[src/rtl/hazard_controller.sv]
// hazard_controller: pipeline forwarding/stall/flush control plus a mult/div busy tracker.
module hazard_controller #(
    parameter int MUL_CYCLES = 4,
    parameter int DIV_CYCLES = 32
) (
    input  logic        clk,
    input  logic        rst,
    input  logic [4:0]  RsD,
    input  logic [4:0]  RtD,
    input  logic [4:0]  RsE,
    input  logic [4:0]  RtE,
    input  logic [4:0]  WriteRegE,
    input  logic [4:0]  WriteRegM,
    input  logic [4:0]  WriteRegW,
    input  logic        RegWriteE,
    input  logic        RegWriteM,
    input  logic        RegWriteW,
    input  logic        MemToRegE,
    input  logic        MemToRegM,
    input  logic        BranchD,
    input  logic        PCSrcD,
    input  logic        HiLoAccessD,
    input  logic        MdStartE,
    input  logic        MdOpE,
    output logic        StallF,
    output logic        StallD,
    output logic        FlushD,
    output logic        FlushE,
    output logic [1:0]  ForwardAD,
    output logic [1:0]  ForwardBD,
    output logic [1:0]  ForwardAE,
    output logic [1:0]  ForwardBE,
    output logic        MdBusy,
    output logic        MdDone,
    output logic        MdOverlapErr,
    output logic [15:0] StallCount
);
    localparam logic [7:0] MUL_LOAD = 8'(MUL_CYCLES - 1);
    localparam logic [7:0] DIV_LOAD = 8'(DIV_CYCLES - 1);

    typedef enum logic {RUN, MDWAIT} state_t;

    state_t     state, state_next;
    logic [7:0] cnt, cnt_next;
    logic       lwstall, branchstall, mdstall, stall;

    // Register 0 is hardwired, so it never creates a dependency.
    function automatic logic hit(input logic [4:0] a, input logic [4:0] b);
        return (a != 5'd0) && (a == b);
    endfunction

    function automatic logic [1:0] fwd(input logic [4:0] r);
        return (RegWriteM && hit(r, WriteRegM)) ? 2'b01 :
               (RegWriteW && hit(r, WriteRegW)) ? 2'b10 : 2'b00;
    endfunction

    always_comb begin
        ForwardAD   = fwd(RsD);
        ForwardBD   = fwd(RtD);
        ForwardAE   = fwd(RsE);
        ForwardBE   = fwd(RtE);
        lwstall     = MemToRegE & RegWriteE & (hit(RsD, WriteRegE) | hit(RtD, WriteRegE));
        branchstall = BranchD & ((RegWriteE & (hit(RsD, WriteRegE) | hit(RtD, WriteRegE))) |
                                 (MemToRegM & (hit(RsD, WriteRegM) | hit(RtD, WriteRegM))));
        mdstall     = HiLoAccessD & (MdBusy | MdStartE);
        stall       = lwstall | branchstall | mdstall;
        StallF      = stall;
        StallD      = stall;
        FlushE      = stall;
        FlushD      = PCSrcD & ~stall;
    end

    always_ff @(posedge clk or negedge rst) begin
        if (!rst) begin
            state        <= RUN;
            cnt          <= 8'd0;
            MdOverlapErr <= 1'b0;
            StallCount   <= 16'd0;
        end else begin
            state        <= state_next;
            cnt          <= cnt_next;
            MdOverlapErr <= MdOverlapErr | (MdStartE & (state == MDWAIT));
            if (StallD && StallCount != 16'hFFFF)
                StallCount <= StallCount + 16'd1;
        end
    end

    // A start seen while waiting (including the done cycle) is dropped.
    always_comb begin
        state_next = state;
        cnt_next   = cnt;
        if (state == RUN) begin
            if (MdStartE) begin
                state_next = MDWAIT;
                cnt_next   = MdOpE ? DIV_LOAD : MUL_LOAD;
            end
        end else if (cnt == 8'd0) begin
            state_next = RUN;
        end else begin
            cnt_next = cnt - 8'd1;
        end
    end

    always_comb begin
        MdBusy = (state == MDWAIT);
        MdDone = (state == MDWAIT) && (cnt == 8'd0);
    end
endmodule

[config.mk]
export PLATFORM = sky130hd
export DESIGN_NAME = hazard_controller
export DESIGN_NICKNAME = d
export VERILOG_FILES = /design/src/rtl/hazard_controller.sv
export SDC_FILE = /design/constraint.sdc
export NUM_CORES = 1
export LEC_CHECK = 0
export CAP_MARGIN = 0
export CORE_MARGIN = 8
export CORE_UTILIZATION = 45
export DETAILED_ROUTE_END_ITERATION = 7
export GPL_TIMING_DRIVEN = 1
export PLACE_DENSITY = 0.9
export SETUP_SLACK_MARGIN = 0.05
export SYNTH_ARGS = -nofsm -noshare
export SYNTH_HDL_FRONTEND = slang
export SYNTH_SLANG_ARGS = --single-unit
export TNS_END_PERCENT = 20
[constraint.sdc]
create_clock -name clk -period 2.9 [get_ports clk]
set_input_delay 0.58 -clock clk [delete_from_list [all_inputs] [get_ports clk]]
set_output_delay 0.58 -clock clk [all_outputs]
set_load 0.05 [all_outputs]
* After elaboration in Yosys (flattened, before gate mapping)
Cells that the tools add are included.
** Operators by class
- $add $sub $neg :: 2
- Equal/unequal tests :: 12
- Mux-type cells :: 15
- Bitwise logic cells :: 16
- Reduce and logical (&&, ||, !) cells :: 27
** Operator list (count)
- $eq 5x5->1 :: 10
- $mux 8 :: 3
- $logic_and 1x1->1 :: 20
- $reduce_bool 5->1 :: 4
- $add 16x1->16 const B :: 1
- $mux 2 :: 8
- $ne 16x16->1 const B :: 1
- $and 1x1->1 :: 8
- $logic_not 8->1 :: 1
- $sub 8x1->8 const B :: 1
- $or 1x1->1 :: 7
- $mux 5 :: 1
- $mux 1 :: 3
- $ne 2x2->1 const B :: 1
- $reduce_and 2->1 :: 1
- $reduce_bool 2->1 :: 1
- $not 1->1 :: 1
** Word-level totals
- Register bits :: 26
- Input bits :: 47
- Logic and storage cells :: 76

* Depth between registers and ports, before layout
Gate-level depths: netlist of the first run.
- Depth after elaboration :: 10
- Mapped depth :: 12

* Least setup slack after synthesis of the first run
No wires, ideal clock.
- Path type :: input -> output
- From :: in WriteRegM[4]
- To :: out ForwardAE[1]
- Arrival time :: 3260 ps
- Setup slack :: -940 ps
- Stages on the path :: 5
- Path buffers :: 1
- Cells stage by stage :: clkbuf_1 -> xnor2_1 -> nand4_1 -> nor4_1 -> nor4_1
** Between the ends
- Cells in the longest elaborated chain, start to end :: 4
** RTL lines
- start: declaration :: line 13 : input logic [4:0] WriteRegM,
- $eq 5x5->1 :: line 49 : return (a != 5'd0) && (a == b);
- $logic_and 1x1->1 :: line 49
- $logic_and 1x1->1 :: line 53 : return (RegWriteM && hit(r, WriteRegM)) ? 2'b01 :
- $mux 2 :: line 53
- end: declaration :: line 31 : output logic [1:0] ForwardAE,
No other way between the ends.

* Worst setup path after layout of the first run
- From :: in RtD[3]
- To :: out ForwardBD[1]
** Between the ends
- Cells in the longest elaborated chain, start to end :: 5
- Elaborated cells between the ends (all ways) :: 9
- Those cells by class :: eq/ne (2); mux (2); reduce/logical (5)
** RTL lines
- start: declaration :: line 9 : input logic [4:0] RtD,
- $eq 5x5->1 / $reduce_bool 5->1 (equally long branches) :: line 49
- $logic_and 1x1->1 :: line 49
- $logic_and 1x1->1 :: line 54 : (RegWriteW && hit(r, WriteRegW)) ? 2'b10 : 2'b00;
- $mux 2 :: line 54
- $mux 2 (*) :: line 53
- end: declaration :: line 30 : output logic [1:0] ForwardBD,
Mark *: on every way between the ends. The rest lies on a longest branch, timed or not.

==> results of run 1 <==
==> timing repair <==
action,in CTS,in global routing
buffers inserted,4,0
pin swaps,13,4
resized for setup,60,13
setup endpoints to repair,12,11
==> final timing paths <==
check / cells past startpoint / from / to / slack (ns)
min: 1 / MdOverlapErr$_DFF_PN0_ / MdOverlapErr$_DFF_PN0_ / 0.46
min reg2reg: 1 / MdOverlapErr$_DFF_PN0_ / MdOverlapErr$_DFF_PN0_ / 0.46
min in group asynchronous: 2 / rst / cnt[6]$_DFFE_PN0P_ / 0.67
max in group asynchronous: 2 / rst / StallCount[12]$_DFFE_PN0P_ / 1.97
max: 8 / RtD[3] / ForwardBD[1] / -0.07
max reg2reg: 11 / cnt[0]$_DFFE_PN0P_ / cnt[7]$_DFFE_PN0P_ / 0.42
==> logic make-up (layout without fill, tap and decap cells) <==
logic type / Yosys count / in the layout / synth area share [%]
mux: 4 / 4 / 2.366
simple gates: 97 / 97 / 26.52
buf+inv: 20 / 131 / 4.490
compound gates: 24 / 24 / 7.525
xor+xnor: 62 / 62 / 26.33
flops: 26 / 26 / 31.55
fa+ha+maj: 2 / 2 / 1.213
==> critical path: cells and delay by family <==
kind	cells	cell delay [ns]
simple gates	5	1.38
buf+inv	3	0.41
==> cell usage in the layout (no fill, tap or decap), types with 3 or more instances in the layout <==
cell type	Yosys	routed
a21oi_1	7	6
a31oi_1	3	3
and3_1	7	7
and4_1	4	4
buf_12	0	10
buf_2	2	4
buf_4	2	46
buf_6	1	4
clkbuf_8	0	3
clkdlybuf4s50_1	0	45
dfrtp_1	26	26
dlygate4sd2_1	0	8
inv_1	5	3
inv_2	1	3
mux2_2	3	3
nand2_1	15	15
nand3_1	13	12
nand4_1	12	12
nor2_1	15	10
nor2_4	0	5
nor2b_1	3	3
nor4_4	0	6
o21ai_0	4	4
or4_4	0	5
xnor2_1	47	45
xor2_1	15	12
xor2_2	0	3
==> cell type report <==
type,count,area (um2),area share (%)
tap,52,65.06,1.841
clock inverter,1,30.03,0.8499
timing repair buffer,121,1170,33.11
multi-input combinational,189,1554,43.98
inverter,6,22.52,0.6374
sequential,26,650.6,18.41
clock buffer,3,41.29,1.169
==> through the flow <==
stage               setup TNS, ns  cells  hold WS [ns]  total power, mW
floorplan                -0.03997    235        0.2844            1.063
global placement           -2.474    390        0.4416            1.369
detailed placement         -3.524    390        0.4452            1.404
CTS                      -0.09573    398        0.4670            1.721
global route              -0.5478    398        0.4995            1.845
finish                    -0.2758    398        0.4626            1.752
==> state kept, by name (all words and copies together), names as in the netlist <==
signal,cells
cnt,8
MdBusy,1
StallCount,16
MdOverlapErr,1
==> metal layers <==
layer | up-vias | GRT usage (%) | wire [um]
li1 | 1042 | - | -
met1 | 1140 | 23.28 | 3028
met2 | 136 | 39.51 | 3989
met3 | 36 | 5.273 | 506
met4 | 0 | 10.20 | 339
met5 | - | 0 | 0
==> power groups by stage <==
stage | clock network (mW) | logic [mW] | registers (mW)
6_report | 0.300 | 0.862 | 0.591
4_1_cts | 0.305 | 0.834 | 0.582
3_3_place_gp | 0 | 0.793 | 0.575
5_1_grt | 0.324 | 0.918 | 0.603
2_1_floorplan | 0 | 0.350 | 0.714
3_5_place_dp | 0 | 0.820 | 0.584
==> impl_metrics.yaml, run 1 <==
run_status:
  status: "finished with violations"
  violations: "setup timing"
critical_path:
  slowest_delay_ns: 0.53
  cp.arrival_ns: 2.39
  cp-start-kind: "primary input"
  slowest_stage: "or4_4"
  crit_path_frequent_cell: "nor4_4"
  cp.required_ns: 2.32
  cp-end-kind: "primary output"
  worstPathCellList: "buf_6 -> or4_4 -> nor2_4 -> nor4_4 -> buf_4 -> and2_2 -> nor4_4 -> buf_12"
  crit_fanout: 3
  path_class: "in -> out"
flow_run:
  max-cap-violations: 0
power_and_ir_drop:
  ir_drop_mv: 0.2719
  p_switching_uw: 717.3
  power_density_nw_per_um2: 496.0
  p_comb_share_pct: 49.2
  power_switching_share_pct: 40.93
  p_int_mw: 1.035
  leakage_nw: 1.448
  seq_power_share_pct: 33.7
  clkPwrFrac_pct: 17.1
yosys:
  synth_edf_count: 0
  synth_common_cells: "xnor2_1, dfrtp_1, nand2_1, nor2_1, xor2_1"
  netlist_instances: 235
  synth_area_leader_cell: "dfrtp_1"
  synth-seq-cells: 26
  yosysSeqAreaShare_pct: 31.55
  synth_fp_nets: 284
  yosysTopAreaCellShare_pct: 31.55
  synthFlopType: "dfrtp_1"
  yosysMostFrequentCell: "xnor2_1"
  synthArstFlopShare_pct: 100.0
  ys_warn_count: 0
  ys_types: 44
  synthTopCellsByArea: "dfrtp_1, xnor2_1, xor2_1, nand4_1, nand3_1"
  synth.avg_cell_area_um2: 8.774
  syn-cell-area_um2: 2062
floorplan:
  rows: 24
  initial_utilization_pct: 47.03
  coreArea_um2: 4384
  die_h_um: 83.69
  die_area_um2: 7004
  die_w_um: 83.69
  pin_count: 78
clocking:
  clkLatencyLatePin_ns: 0.27
  htree_levels: 1
  cts.sinks: 26
  postCtsHoldBufs: 0
  cts_root_buf: "clkbuf_8"
  cts_buffer_depth: 2
  cts.clk_slew.worst_paths_ns: 0.09
  cts_tree: "built"
  cts_buffers: 3
timing:
  fin_ws_ns: -0.06619
  setup_violations: 6
  finClkSkew_ns: 0.005430
  hold_viol: 0
  post-route-period-util_pct: 102.3
  max_freq_mhz: 337.1
  fin_crit_ns: 2.966
  rsz0062_at_grt: "yes"
  slew_headroom_pct: 64.70
  worstMarginPinSlew_ns: 0.5279
  timing_max_transition_violations_final: 0
drt:
  drt-pass1-iter-count: 4
  wl_per_cell_um: 19.76
  wl_um: 7864
  ant_nets: 0
  viasPerCell: 5.915
  drtIter0Drc: 177
  vias: 2354
  route.detailed.drc: 0
finish:
  diodes: 0
  finalNetCount: 396
  fin_area_um2: 3533
  fill_cells: 249
  area_growth_pct: 71.36
  utilization_pct: 80.59
  drive_gt1_share_pct: 32.08
placed_design:
  numPortBuffers: 77
  dp_slack_ns: -0.3790
  placed_cell_area_um2: 3339
  hpwl_um: 5883
  gp_congestion: 0.8929
global_route:
  grt_pass1_wl_um: 12740
  grt_overflow: 0
  grtUsageTotal_pct: 21.92
  grt_max_degree: 27
  grt_pass1_vias: 2521
  antenna_found_initial: 0
hold_path:
  hold_path.class: "reg -> reg"
Note: power is estimated with default switching activity, not from simulation.
==> inputs of run 2 (changes only) <==
--- a/config.mk
+++ b/config.mk
@@ -5,12 +5,13 @@
 export SDC_FILE = /design/constraint.sdc
 export NUM_CORES = 1
 export LEC_CHECK = 0
-export CAP_MARGIN = 0
+export CAP_MARGIN = 20
 export CORE_MARGIN = 8
-export CORE_UTILIZATION = 45
+export CORE_UTILIZATION = 60
 export DETAILED_ROUTE_END_ITERATION = 7
+export DONT_BUFFER_PORTS = 1
 export GPL_TIMING_DRIVEN = 1
-export PLACE_DENSITY = 0.9
+export PLACE_DENSITY = 0.84
 export SETUP_SLACK_MARGIN = 0.05
 export SYNTH_ARGS = -nofsm -noshare
 export SYNTH_HDL_FRONTEND = slang
==> run 2 against run 1 <==
Effect of this change: the flow now finishes without violations; setup slack improved by 0.16 ns; wire length decreased by 28%; clock-buffer cell count is the same; critical path depth down 1; combinational power down 16%; critical path type is now reg -> out; clock skew down 0.00085 ns.
==> impl_metrics.yaml, run 2 (synthesized netlist as in run 1, its figures left out) <==
timing:
  finClkSkew_ns: 0.004582
  max_freq_mhz: 355.8
  worstMarginPinSlew_ns: 0.6427
  fin_crit_ns: 2.811
  slew_headroom_pct: 57.15
  hold_viol: 0
  whs_ns: 0.05331
  setup_violations: 0
  timing_max_transition_violations_final: 0
  post-route-period-util_pct: 96.93
  rsz0062_at_grt: "yes"
floorplan:
  rows: 21
  pin_count: 78
  die_area_um2: 5568
  initial_utilization_pct: 62.28
  coreArea_um2: 3311
  die_h_um: 74.62
  die_w_um: 74.62
critical_path:
  slowest_delay_ns: 0.45
  cp.arrival_ns: 2.23
  crit_fanout: 4
  crit_cells: 7
  cp-end-kind: "primary output"
  cpLargestDelayFamily: "simple AND/OR/NAND/NOR gates"
  path_class: "reg -> out"
  cp-start-kind: "register"
  slowest_stage: "or4_4"
  cp.required_ns: 2.32
  worstPathCellList: "inv_2 -> ha_2 -> or3b_4 -> or4_4 -> nor2_4 -> and2_4 -> buf_8"
  r2r_cells: 11
  cp_num_buf_inv: 2
run_status:
  status: "completed"
finish:
  drive_gt1_share_pct: 24.90
  fill_cells: 253
  largestRegisters: "StallCount: 16 flops, cnt: 8 flops"
  finalNetCount: 304
  top_register: "StallCount"
  register_area_um2: 650.6
  final_common_cell: "xnor2_1"
  multiInputGateArea_um2: 1460
  area_growth_pct: 20.69
  utilization_pct: 75.17
  final_cell_mix: "xnor2_1, dfrtp_1, buf_4, xor2_1, nand2_1"
  diodes: 0
  largest_register_ffs: 16
power_and_ir_drop:
  power_density_nw_per_um2: 567.1
  finalPower_mw: 1.411
  leakage_nw: 0.9774
  ir_drop_mv: 0.2570
drt:
  drtIter0Drc: 110
  vias: 1772
  wl_per_cell_um: 18.92
  drt-pass1-iter-count: 4
  viasPerCell: 5.926
  ant_nets: 0
  wl_um: 5658
  route.detailed.drc: 0
global_route:
  grt_overflow: 0
  grt_pass1_wl_um: 9045
  antenna_found_initial: 0
  grt_max_degree: 27
  grtUsageTotal_pct: 20.84
  grt_pass1_vias: 1893
hold_path:
  hold_path.class: "in -> async"
flow_run:
  max-cap-violations: 0
placed_design:
  hpwl_um: 4740
  gp_congestion: 0.8681
  numPortBuffers: 0
clocking:
  cts.sinks: 26
  cts_tree: "built"
  cts_root_buf: "clkbuf_4"
  cts_buffer_depth: 2
  cts.clk_slew.worst_paths_ns: 0.14
  cts_buffers: 3
  htree_levels: 1
  clkLatencyLatePin_ns: 0.32
==> run 2: cell count changes in the layout (fill, tap and decap cells not counted), sizes merged <==
cell           delta
clkdlybuf4s50    -45
buf              -35
dlygate4sd2       -8
clkdlybuf4s15     -2
bufinv            -1
clkbuf            -1
dlymetal6s2s      -1
==> run 2: per-layer routing <==
| layer | share of wire, % | GRT usage (%) |
|---|---|---|
| met5 | 0 | 0 |
| met4 | 1.5 | 7.391 |
| met3 | 9.6 | 7.324 |
| met2 | 51 | 37.46 |
| met1 | 38 | 21.83 |
==> run 2: worst paths after layout <==
| path | end | slack, ns | startpoint |
|---|---|---|---|
| max reg2reg | cnt[5]$_DFFE_PN0P_ | 0.44 | cnt[1]$_DFFE_PN0P_ |
| max in group asynchronous | StallCount[1]$_DFFE_PN0P_ | 2.70 | rst |
| max | MdDone | 0.09 | cnt[1]$_DFFE_PN0P_ |
| min reg2reg | cnt[6]$_DFFE_PN0P_ | 0.56 | cnt[6]$_DFFE_PN0P_ |
| min | cnt[2]$_DFFE_PN0P_ | 0.05 | rst |
| min in group clk | MdOverlapErr$_DFF_PN0_ | 0.41 | MdStartE |
==> run 2: timing repair <==
item,4_1_cts,5_1_grt
hold endpoints to repair,26,0
buffers inserted,2,0
setup endpoints to repair,1,4
hold buffers,1,0
pin swaps,1,4
resized for setup,7,3
==> run 2: worst reg2reg max path, delay by kind of cell (launching register included) <==
| kind | cells | cell delay, ns |
|---|---|---|
| flip-flops | 1 | 0.41 |
| AND/OR/NAND/NOR | 7 | 1.49 |
| buffers and inverters | 2 | 0.14 |
| XOR/XNOR | 1 | 0.15 |
| adder cells (fa/ha/maj) | 1 | 0.18 |
==> run 2: final cells by class <==
| cell class | count | share of cell area, % |
|---|---|---|
| Timing Repair Buffer | 29 | 11.06 |
| Inverter | 6 | 0.9050 |
| Tap cell | 46 | 2.313 |
| Clock buffer | 3 | 0.9050 |
| Sequential cell | 26 | 26.14 |
| Multi-Input combinational cell | 189 | 58.67 |
==> run 2: metrics by stage <==
stage               instance area (um2)  setup WS, ns   TNS [ns]  instances
global route                       2489     -0.002554  -0.002554        299
CTS                                2481       0.06573          0        299
detailed placement                 2401       0.07948          0        293
global placement                   2401        0.1032          0        293
finish                             2489       0.08914          0        299
floorplan                          2190      -0.03455   -0.03997        235
==> run 2: power by group <==
part	switching, mW	total [mW]	internal [mW]
registers	0.0766	0.537	0.460
clock network	0.104	0.152	0.0486
logic	0.443	0.722	0.279
==> variant 1 (settings of run 2) <==
Put one more register stage on the output `StallCount`, cleared by the reset. The value now appears one clock later. The other outputs are not delayed to match.
--- a/src/rtl/hazard_controller.sv
+++ b/src/rtl/hazard_controller.sv
@@ -40,6 +40,8 @@
 
     typedef enum logic {RUN, MDWAIT} state_t;
 
+    logic [15:0] StallCount_s0;
+
     state_t     state, state_next;
     logic [7:0] cnt, cnt_next;
     logic       lwstall, branchstall, mdstall, stall;
@@ -75,13 +77,13 @@
             state        <= RUN;
             cnt          <= 8'd0;
             MdOverlapErr <= 1'b0;
-            StallCount   <= 16'd0;
+            StallCount_s0 <= 16'd0;
         end else begin
             state        <= state_next;
             cnt          <= cnt_next;
             MdOverlapErr <= MdOverlapErr | (MdStartE & (state == MDWAIT));
-            if (StallD && StallCount != 16'hFFFF)
-                StallCount <= StallCount + 16'd1;
+            if (StallD && StallCount_s0 != 16'hFFFF)
+                StallCount_s0 <= StallCount_s0 + 16'd1;
         end
     end
 
@@ -105,5 +107,13 @@
         MdBusy = (state == MDWAIT);
         MdDone = (state == MDWAIT) && (cnt == 8'd0);
     end
+    always_ff @(posedge clk or negedge rst) begin
+        if (!rst) begin
+            StallCount <= '0;
+        end else begin
+            StallCount <= StallCount_s0;
+        end
+    end
+
 endmodule
 
Behaviour: not the same (Yosys sat finds a counterexample within 4 cycles, from zero or initial values and one cycle with rst low).
==> variant 1 against run 2 <==
- sequential share of layout area up 12 points
- sequential cell count up 16
- wire length up 3.2%
- power up 43%
- core utilization down 4.5 points
- count of clock-buffer cells in the layout up 3
- cell area up 12%
- worst setup slack better by 110 ps
- area after synthesis up 18%
- largest power group is now sequential cells
==> variant 1: results (changes against run 2) <==
- Arrival time of data at the critical path endpoint: 2120 ps (-110 ps)
- Proportion of synthesized chip area in sequential cells: 0.434 (+0.118)
- Top delay family on crit path: simple AND/OR/NAND/NOR gates
- Slowest cell on crit path: or4_1
- Leakage Power: 1.12 nW (+15%)
- Area after detailed placement: 2630 sq um (+9.3%)
- Layout Cells excl Fill: 298 (-0.33%)
- Number of antenna violations at the first check in global routing: 0 (unchanged)
- Most frequent cell after synthesis: xnor2_1
- Stage delay of the slowest cell on the critical path: 550 ps (+100 ps)
- Yosys warning total: 0 (unchanged)
- Number of global-route vias before repair: 1876 (-0.90%)
- Number of H-tree levels: 2 (+1)
- Post-CTS Repair Setup Buffers: 0 (-2)
- Placed Cells: 289 (-1.4%)
- Top post-synthesis cells by area: dfrtp_1 43%, xnor2_1 17%, xor2_1 5.4%
- Post-CTS resize count: 0 (-7)
- Final GP Congestion: 0.877 (+0.98%)
- Layout Skew: 7.79 ps (+3.21 ps)
- Synth cell types: 37 (-16%)
- Peak fanout along the critical path: 18 (+14)
- Commonest cells post-synth: 47 x xnor2_1, 42 x dfrtp_1, 15 x xor2_1
- End point of the critical path: StallF
- Actual transition at the worst max-transition pin: 572 ps (-71.0 ps)
- Run status: completed
- Startpoint of the worst register-to-register path: cnt[0]
- Timing-limited maximum frequency: 370 MHz (+4.1%)
- Peak supply drop: 0.000606 V (+140%)
- Post-CTS Hold Fix Bufs: 1 (unchanged)
- Post-DP HPWL: 4400 um (-7.3%)
- Worst-skew pair later-pin latency: 290 ps (-30 ps)
- GRT Resource Usage Total: 0.190 (-0.0188)
- Reg-to-reg slack, setup: 550 ps (+110 ps)
- DRC marker count from the first detailed-route iteration: 115 (+4.5%)
- Count of antenna diodes in the layout: 0 (unchanged)
- CTS Root Buffer Type: clkbuf_8
- Registers with the highest flip-flop counts: StallCount x16, StallCount_s0 x16, cnt x8
- Cts bufs inserted: 5 (+2)
- Pre-CTS WS: 117 ps (+37.1 ps)
- Share of layout cells above drive strength 1: 0.157 (-0.0918)
- Via density per instance: 6.18 (+4.3%)
- Reg2Reg Capture Point: cnt[7]
- Path class of the lowest-slack min-delay path: in -> async
- Mean instance size in the synthesized netlist: 10.0 sq um (+14%)
- Startpoint of the most critical setup path: RtD[1]
- Bufs on Longest Clock Path: 2 (unchanged)
- Pin count of the biggest net entering global routing: 43 (+59%)
- Sw frac: 0.353 (-0.0888)
- Clock slew seen by the registers of the worst setup and hold paths: 80 ps (-60 ps)
- Average wire length per cell after detail routing: 19.6 um (+3.5%)
- Global-route wire length before repair: 9450 um (+4.5%)
[variant 1: changes by cell type in the layout (fill, tap and decap cells not counted), sizes merged, moves of 2 or more]
cell / change
nand4: +2
or4: -3
nor4: +2
clkbuf: +3
and3: +3
dfrtp: +16
bufinv: +2
a31oi: +3
buf: -16
nand2: -8
[variant 1: logic make-up after synthesis]
| family | count (synthesis) | synth area share |
|---|---|---|
| flip-flops | 42 | 0.434 |
| AO/OA/AOI/OAI | 22 | 0.0604 |
| AND/OR/NAND/NOR | 90 | 0.216 |
| XOR/XNOR | 62 | 0.224 |
| multiplexers | 3 | 0.0155 |
| adder cells (fa/ha/maj) | 2 | 0.0103 |
| buffers and inverters | 21 | 0.0398 |
[variant 1: power groups by stage]
stage | logic [mW] | registers (mW) | clock network [mW]
after floorplan | 0.362 | 1.00 | 0
after global placement | 0.397 | 1.03 | 0
after detailed placement | 0.412 | 1.03 | 0
after CTS | 0.431 | 1.03 | 0.575
after global routing | 0.477 | 1.05 | 0.607
final | 0.432 | 1.03 | 0.563
[variant 1: metrics by stage]
stage               hold WS, ps   util
floorplan                   284      -
global placement            285  0.666
detailed placement          285  0.666
CTS                         124  0.707
global route                122  0.707
finish                      114  0.707
[variant 1: cell type report]
| type | instances | area (sq um) |
|---|---|---|
| multi-input cells | 179 | 1360 |
| fillers | 280 | 1150 |
| flip-flops and latches | 42 | 1050 |
| repair buffers | 13 | 148 |
| clock buffers | 6 | 82.6 |
| well taps | 50 | 62.6 |
| clock inverters | 2 | 60.1 |
| inverters | 6 | 22.5 |
[variant 1: per-layer routing]
metal	track usage	wire length [um]
met4	0.0870	180
met1	0.226	2270
met2	0.295	2780
met5	0	0
met3	0.0721	614
==> variant 2 (config.mk and constraints of run 2) <==
Made on the original files. Set the parameter `DIV_CYCLES` to 24 (it was 32).
--- a/src/rtl/hazard_controller.sv
+++ b/src/rtl/hazard_controller.sv
@@ -1,7 +1,7 @@
 // hazard_controller: pipeline forwarding/stall/flush control plus a mult/div busy tracker.
 module hazard_controller #(
     parameter int MUL_CYCLES = 4,
-    parameter int DIV_CYCLES = 32
+    parameter int DIV_CYCLES = 24
 ) (
     input  logic        clk,
     input  logic        rst,
Formal check against the unedited RTL: same outputs for any inputs over 10 cycles, from zero or initial values and one cycle with rst low; that may be too few to reach the edited logic, so the function may still have changed.
==> variant 2 against run 2 <==
- worst setup slack improved by 11 ps
- clock skew increased by 1.1 ps
- sequential cell count unchanged
- area after synthesis decreased by 0.55%
- combinational power decreased by 29%
- power increased by 8.2%
- maximum frequency increased by 0.39%
- cell area decreased by 4.9%
- sequential share of layout area increased by 1.4 points
- wire length decreased by 3.2%
- register-to-register slack got worse by 90 ps
- critical path type is now in -> out
- highest routed layer unchanged
==> variant 2: results (changes against run 2) <==
- Run status: completed
- Syn Nets: 272 (-4.2%)
- Startpoint of the worst register-to-register path: cnt[0]
- Global-route wire length before repair: 8660 um (-4.3%)
- Arrival time of data at the critical path endpoint: 2220 ps
- Average wire length per cell after detail routing: 19.8 um (+4.5%)
- GRT Resource Usage Total: 0.202 (-0.00678)
- Pin count of the biggest net entering global routing: 27 (unchanged)
- Layout Skew: 5.65 ps (+1.07 ps)
- Area after detailed placement: 2290 sq um (-4.6%)
- Net count, final: 281 (-7.6%)
- Commonest cells post-synth: 42 x xnor2_1, 26 x dfrtp_1, 26 x xor2_1
- Reg-to-reg slack, setup: 350 ps (-90 ps)
- Fin Hold WS: 31.7 ps (-21.6 ps)
- Worst-skew pair later-pin latency: 340 ps (+20 ps)
- Post-DP HPWL: 4370 um (-7.9%)
- Pre-CTS WS: 38.3 ps (-41.2 ps)
- Top post-synthesis cells by area: dfrtp_1 32%, xnor2_1 18%, xor2_1 11%
- Proportion of synthesized chip area in sequential cells: 0.317 (+0.00173)
- Synth cell types: 39 (-11%)
- Via density per instance: 6.11 (+3.1%)
- DRC marker count from the first detailed-route iteration: 172 (+56%)
- Reg2Reg Capture Point: cnt[7]
- Stage delay of the slowest cell on the critical path: 530 ps (+80 ps)
- Actual transition at the worst max-transition pin: 852 ps (+209 ps)
- Peak supply drop: 0.000263 V (+2.4%)
- Leakage Power: 0.872 nW (-11%)
- Number of global-route vias before repair: 1731 (-8.6%)
- Final GP Congestion: 0.826 (-4.8%)
- Share of layout cells above drive strength 1: 0.208 (-0.0412)
- Slowest cell on crit path: or4_4
variant 2: worst max-delay path by stage:
stage	cells past startpoint	startpoint	end	slack, ps
6_report	6	RsD[1]	FlushD	100
5_1_grt	6	cnt[0]	MdDone	30
4_1_cts	6	cnt[0]	MdDone	50
3_5_place_dp	6	RsD[1]	FlushD	40
3_3_place_gp	6	RsD[1]	FlushD	50
2_1_floorplan	7	RsD[1]	FlushD	-130
variant 2: area by class of cell:
type / instances / area [sq um]
Fill cell: 250 / 945
Clock buffer: 4 / 36.3
Sequential cell: 26 / 651
Tap cell: 46 / 57.6
Multi-Input combinational cell: 178 / 1420
Inverter: 8 / 35.0
Timing Repair Buffer: 15 / 163
variant 2: metrics by stage:
stage / TNS, ps / instances
floorplan: -647 / 223
global placement: 0 / 272
detailed placement: 0 / 272
CTS: 0 / 277
global route: 0 / 277
finish: 0 / 277
variant 2: power by group:
part,leakage [nW],switching (mW),internal (mW)
Clock,0.0210,0.113,0.0771
Combinational,0.540,0.274,0.242
Sequential,0.311,0.347,0.474
Total,0.872,0.734,0.793
variant 2: timing repair:
action                                  CTS  global route
pin swaps                                 2             0
hold buffers                              1             0
endpoints found under the setup margin    2             3
gates resized for setup                   0             3
hold endpoints to repair                 26             0
variant 2: worst max-delay path: cells and delay by family:
| kind | cells | cell delay [ps] |
|---|---|---|
| simple gates | 4 | 1040 |
| compound gates | 2 | 600 |
variant 2: metal layers:
metal	up-vias	part of all wire	wire (um)	global-route usage
met3	14	0.12	661	0.0943
met4	0	0.020	108	0.0761
met1	793	0.34	1850	0.203
met2	90	0.52	2850	0.352
met5	-	0	0	0
li1	795	-	-	-
variant 2: cell families (layout without fill, tap and decap cells):
family,after synthesis,after routing,synth area share
mux,1,1,0.00732
fa+ha+maj,2,2,0.0122
simple gates,93,93,0.268
compound gates,14,14,0.0616
flops,26,26,0.317
xor+xnor,68,68,0.290
buf+inv,19,27,0.0427
